### src/rtl/ldm_stm_sequencer.sv
// ldm_stm_sequencer: walks an LDM/STM register list and issues one register-file
// access plus one data-memory access per cycle. It supports IA/IB/DA/DB addressing
// and optional base writeback. A loaded R15 is routed to a dedicated PC-write strobe.
module ldm_stm_sequencer #(
    parameter int ADDR_STEP = 4
) (
    input  logic        i_clk,
    input  logic        i_reset_n,
    input  logic        i_start,
    input  logic        i_l_bit,
    input  logic        i_p_bit,
    input  logic        i_u_bit,
    input  logic        i_w_bit,
    input  logic [3:0]  i_rn,
    input  logic [31:0] i_rn_val,
    input  logic [15:0] i_reglist,
    output logic [3:0]  o_rf_ra,
    input  logic [31:0] i_rf_rd,
    output logic        o_rf_we,
    output logic [3:0]  o_rf_wa,
    output logic [31:0] o_rf_wd,
    output logic        o_pc_we,
    output logic [31:0] o_pc_wd,
    output logic [31:0] o_mem_addr,
    output logic        o_mem_we,
    output logic [31:0] o_mem_wdata,
    input  logic [31:0] i_mem_rdata,
    output logic        o_busy,
    output logic        o_done
);

    typedef enum logic [1:0] {S_IDLE, S_XFER, S_WB, S_DONE} state_t;

    localparam logic [31:0] STEP = 32'(ADDR_STEP);

    state_t      r_state;
    state_t      w_state_nxt;
    logic [15:0] r_mask;
    logic [31:0] r_addr;
    logic [31:0] r_wb_val;
    logic [3:0]  r_rn;
    logic        r_l;
    logic        r_wb_en;

    logic [4:0]  w_n;
    logic [31:0] w_span;
    logic [31:0] w_base;
    logic [31:0] w_start_addr;
    logic [31:0] w_wb_val;
    logic        w_wb_en;
    logic [3:0]  w_r;
    logic [15:0] w_mask_nxt;

    function automatic logic [4:0] popcount16(input logic [15:0] v);
        logic [4:0] cnt;
        cnt = 5'd0;
        for (int i = 0; i < 16; i++) begin
            cnt = cnt + {4'd0, v[i]};
        end
        return cnt;
    endfunction

    // Scanning downward leaves the lowest set bit as the final answer.
    function automatic logic [3:0] lowest_idx(input logic [15:0] v);
        logic [3:0] idx;
        idx = 4'd0;
        for (int i = 15; i >= 0; i--) begin
            if (v[i]) idx = 4'(i);
        end
        return idx;
    endfunction

    assign w_n        = popcount16(i_reglist);
    assign w_span     = {27'd0, w_n} * STEP;
    assign w_base     = {i_rn_val[31:2], 2'b00};
    assign w_wb_val   = i_u_bit ? (i_rn_val + w_span) : (i_rn_val - w_span);
    assign w_wb_en    = i_w_bit && (i_rn != 4'd15) && !(i_l_bit && i_reglist[i_rn]);
    assign w_r        = lowest_idx(r_mask);
    assign w_mask_nxt = r_mask & (r_mask - 16'd1);

    // Lowest transfer address for the selected addressing mode.
    always_comb begin
        w_start_addr = w_base;
        case ({i_p_bit, i_u_bit})
            2'b01:   w_start_addr = w_base;
            2'b11:   w_start_addr = w_base + STEP;
            2'b00:   w_start_addr = w_base - w_span + STEP;
            default: w_start_addr = w_base - w_span;
        endcase
    end

    // State register plus the captured operation context and walking address/mask.
    always_ff @(posedge i_clk) begin
        if (!i_reset_n) begin
            r_state  <= S_IDLE;
            r_mask   <= 16'd0;
            r_addr   <= 32'd0;
            r_wb_val <= 32'd0;
            r_rn     <= 4'd0;
            r_l      <= 1'b0;
            r_wb_en  <= 1'b0;
        end else begin
            r_state <= w_state_nxt;
            case (r_state)
                S_IDLE: begin
                    if (i_start) begin
                        r_mask   <= i_reglist;
                        r_addr   <= w_start_addr;
                        r_wb_val <= w_wb_val;
                        r_rn     <= i_rn;
                        r_l      <= i_l_bit;
                        r_wb_en  <= w_wb_en;
                    end
                end
                S_XFER: begin
                    r_mask <= w_mask_nxt;
                    r_addr <= r_addr + STEP;
                end
                default: ;
            endcase
        end
    end

    // Next state and all outputs; everything is zero outside XFER/WB/DONE activity.
    always_comb begin
        w_state_nxt = r_state;
        o_rf_ra     = 4'd0;
        o_rf_we     = 1'b0;
        o_rf_wa     = 4'd0;
        o_rf_wd     = 32'd0;
        o_pc_we     = 1'b0;
        o_pc_wd     = 32'd0;
        o_mem_addr  = 32'd0;
        o_mem_we    = 1'b0;
        o_mem_wdata = 32'd0;
        o_busy      = 1'b0;
        o_done      = 1'b0;
        case (r_state)
            S_IDLE: begin
                if (i_start) begin
                    w_state_nxt = (w_n != 5'd0) ? S_XFER : S_DONE;
                end
            end
            S_XFER: begin
                o_busy     = 1'b1;
                o_mem_addr = r_addr;
                if (!r_l) begin
                    o_rf_ra     = w_r;
                    o_mem_we    = 1'b1;
                    o_mem_wdata = i_rf_rd;
                end else if (w_r == 4'd15) begin
                    o_pc_we = 1'b1;
                    o_pc_wd = i_mem_rdata;
                end else begin
                    o_rf_we = 1'b1;
                    o_rf_wa = w_r;
                    o_rf_wd = i_mem_rdata;
                end
                if (w_mask_nxt == 16'd0) begin
                    w_state_nxt = r_wb_en ? S_WB : S_DONE;
                end
            end
            S_WB: begin
                o_busy      = 1'b1;
                o_rf_we     = 1'b1;
                o_rf_wa     = r_rn;
                o_rf_wd     = r_wb_val;
                w_state_nxt = S_DONE;
            end
            default: begin
                o_done      = 1'b1;
                w_state_nxt = S_IDLE;
            end
        endcase
    end

endmodule

### config.mk
export PLATFORM = sky130hd
export DESIGN_NAME = ldm_stm_sequencer
export DESIGN_NICKNAME = d
export VERILOG_FILES = /design/src/rtl/ldm_stm_sequencer.sv
export SDC_FILE = /design/constraint.sdc
export NUM_CORES = 1
export LEC_CHECK = 0
export CAP_MARGIN = 20
export CORE_ASPECT_RATIO = 1.75
export CORE_MARGIN = 8
export CORE_UTILIZATION = 26
export DETAILED_ROUTE_END_ITERATION = 12
export PLACE_DENSITY = 0.58
export SYNTH_ARGS = -nofsm -noshare
export SYNTH_HDL_FRONTEND = slang
export SYNTH_SLANG_ARGS = --single-unit
export TNS_END_PERCENT = 50
### constraint.sdc
create_clock -name i_clk -period 7.74 [get_ports i_clk]
set_input_delay 1.161 -clock i_clk [delete_from_list [all_inputs] [get_ports i_clk]]
set_output_delay 1.161 -clock i_clk [all_outputs]
set_load 0.1 [all_outputs]
==> impl_metrics.toml <==
[run_status]
status = "finished, final reports clean"

[yosys]
ys.warnings.count = 0
synth_edf_count = 0
ys_seq_area_share_pct = 17.3
syn_area_sq_mm = 0.00993
avgSynthCellArea_sq_um = 6.91
yosys_register_bits = 86
yosys.area.top_type = "dfxtp_1"
synthArstFlopShare_pct = 0
yosysTopAreaCellShare_pct = 17.3
yosys-top-cells-area = "dfxtp_1 (17%), nand2_1 (6.5%), and2_1 (6.3%)"
ys.flop_type = "dfxtp_1"
yosysUniqueCellTypes = 90
syn_inst = 1438

[grt]
grt_pass1_wl_mm = 77.1
overflow = 0
grt_max_degree = 68
grtUsageTotal_pct = 22.7
grt_antenna_before_repair = 1
grt_pass1_vias = 12200

[pwr]
power.leakage_nw = 5.31
power_mw = 4.01
p_per_area_mw_per_mm2 = 283
max-vdd-ir-drop_mv = 0.146

[finish]
drive_above_1_share_pct = 12.5
final_common_cell = "clkdlybuf4s50_1"
area_growth_pct = 42.6
mostFrequentLayoutCells = "clkdlybuf4s50_1 (261), nand2_1 (171), buf_4 (143), a21oi_1 (122), nor2_1 (102)"
nets = 1895

[sta]
max_slew.worst_pin.slew_ns = 1.11
max_slew_margin_pct = 25.1
post-route-period-util_pct = 97.0
hold_violations = 0
setup_viol = 0
period_needed_ns = 7.51
fmax_ghz = 0.133
timing.final.max_slew_violations = 0
skew_ns = 0.0114
finalWorstSetupSlack_ns = 0.232
timing.setup.tns_ns = 0

[worst_setup_path]
max_stage_delay_ns = 0.55
crit_type = "input pin to flip-flop"
slowest_stage = "fa_1"
r2r_cells = 12
endpoint_kind = "flip-flop"
path_depth = 26
crit_top_cell = "inv_1"
crit_family = "adder cells"
cp.required_ns = 7.96
worstPathArrival_ns = 7.73
worst-path-max-fanout = 4
cp-start-kind = "input pin"
cp_num_buf_inv = 9

[cts]
cts_tree = "built"
clk_latency_ns = 0.38
cts_hold_buf = 0
htree_levels = 3
cts_made_buffers = 9
clkSlewWorstSetupHoldPaths_ns = 0.07
cts_root_buf = "clkbuf_16"
numClockSinks = 86
cts_max_path_buffers = 2

[place]
dpl.hpwl_mm = 41.4
portBuffers = 261
post-place-ws_ns = -0.358
gp_congestion = 0.976

[routing]
routedWlPerCell_microns = 23.6
drtIter0Drc = 918
ant_nets = 0
dr.pass1.iters = 5
num_vias = 12200
vias_per_cell = 5.49
routed_wl_mm = 52.5
drc = 0

[die]
initial_core_util_pct = 26.1
die_h_microns = 275
chipWidth_microns = 164
core_sq_mm = 0.0380
row_count = 95
ios = 264
die_area_sq_mm = 0.0450

[hold_path]
hold_depth = 2
hp-class = "flip-flop to flip-flop"

[run]
drv_cap = 0
-- path summary, 6_finish.rpt --
kind / to / startpoint / slack, ns
max: r_addr[15] / i_reglist[5] / 0.23
min: r_wb_val[12] / r_wb_val[12] / 0.46
max reg2reg: r_addr[13] / r_state[1] / 4.22
min reg2reg: r_wb_val[12] / r_wb_val[12] / 0.46
-- per-layer routing --
metal	part of all wire, %	routed length, microns	global-route usage (%)	vias to the layer above
met2	54	28200	42.5	453
li1	-	-	-	5761
met5	0	0	0	-
met4	6.8	3570	15.8	0
met1	35	18300	22.8	5855
met3	4.5	2370	2.74	151
-- cell type report --
type	instances	area (sq um)
Antenna cell	2	5.00
Sequential cell	86	1720
Clock buffer	10	239
Tap cell	485	607
Timing Repair Buffer	404	3690
Inverter	61	229
Fill cell	4025	23900
Clock inverter	6	51.3
Multi-Input combinational cell	1173	7630
-- tightest hold or removal path: cells and delay by family, from the launching register on --
kind               cells  cell delay (ns)
AOI/OAI and AO/OA      1             0.05
and+or+nand+nor        1             0.05
DFF                    1             0.31
-- report_power, final --
group | switching (mW) | total (mW) | internal (mW)
combinational | 1.84 | 2.86 | 1.02
clock | 0.222 | 0.453 | 0.231
sequential | 0.151 | 0.706 | 0.555
total | 2.21 | 4.01 | 1.81
-- metrics by stage --
stage | area [sq um] | instances | hold slack, ns | util [%]
after floorplan | 9940 | 1439 | 0.432 | -
after global placement | 13700 | 2203 | 0.443 | 36.1
after detailed placement | 13700 | 2203 | 0.450 | 36.1
after CTS | 14000 | 2219 | 0.459 | 36.9
after global routing | 14200 | 2226 | 0.470 | 37.2
final | 14200 | 2227 | 0.458 | 37.3
-- cells by family (layout without fill, tap and decap cells) --
| logic type | count (synthesis) | after routing | share of synthesized area [%] |
|---|---|---|---|
| adder cells (fa/ha/maj) | 40 | 40 | 5.87 |
| buffers and inverters | 180 | 481 | 7.03 |
| AO/OA/AOI/OAI | 391 | 391 | 25.6 |
| multiplexers | 24 | 24 | 3.05 |
| other | 1 | 4 | 0.0378 |
| XOR/XNOR | 77 | 77 | 6.79 |
| flip-flops | 86 | 86 | 17.3 |
| AND/OR/NAND/NOR | 639 | 639 | 34.3 |
-- synthesized netlist by cell type (33+ instances only) --
library cell / n
clkbuf_1: 97
nand2_1: 171
xor2_1: 33
and2_1: 100
nor3_1: 42
inv_1: 60
dfxtp_1: 86
a22o_1: 33
o21ai_0: 81
nand3_1: 58
a21oi_1: 122
nor2_1: 103
xnor2_1: 44
-- flip-flops by register name (all words and copies together), names as in the netlist --
register / cells
r_wb_val: 32
r_addr: 30
r_mask: 16
r_rn: 4
r_state: 2
r_l: 1
r_wb_en: 1
-- repair_timing --
action	CTS	global route
setup endpoints to repair	0	21
endpoints found under the hold margin	0	0
setup buffers	0	6
gates resized for setup	0	22
Note: power is estimated with default switching activity, not from simulation.
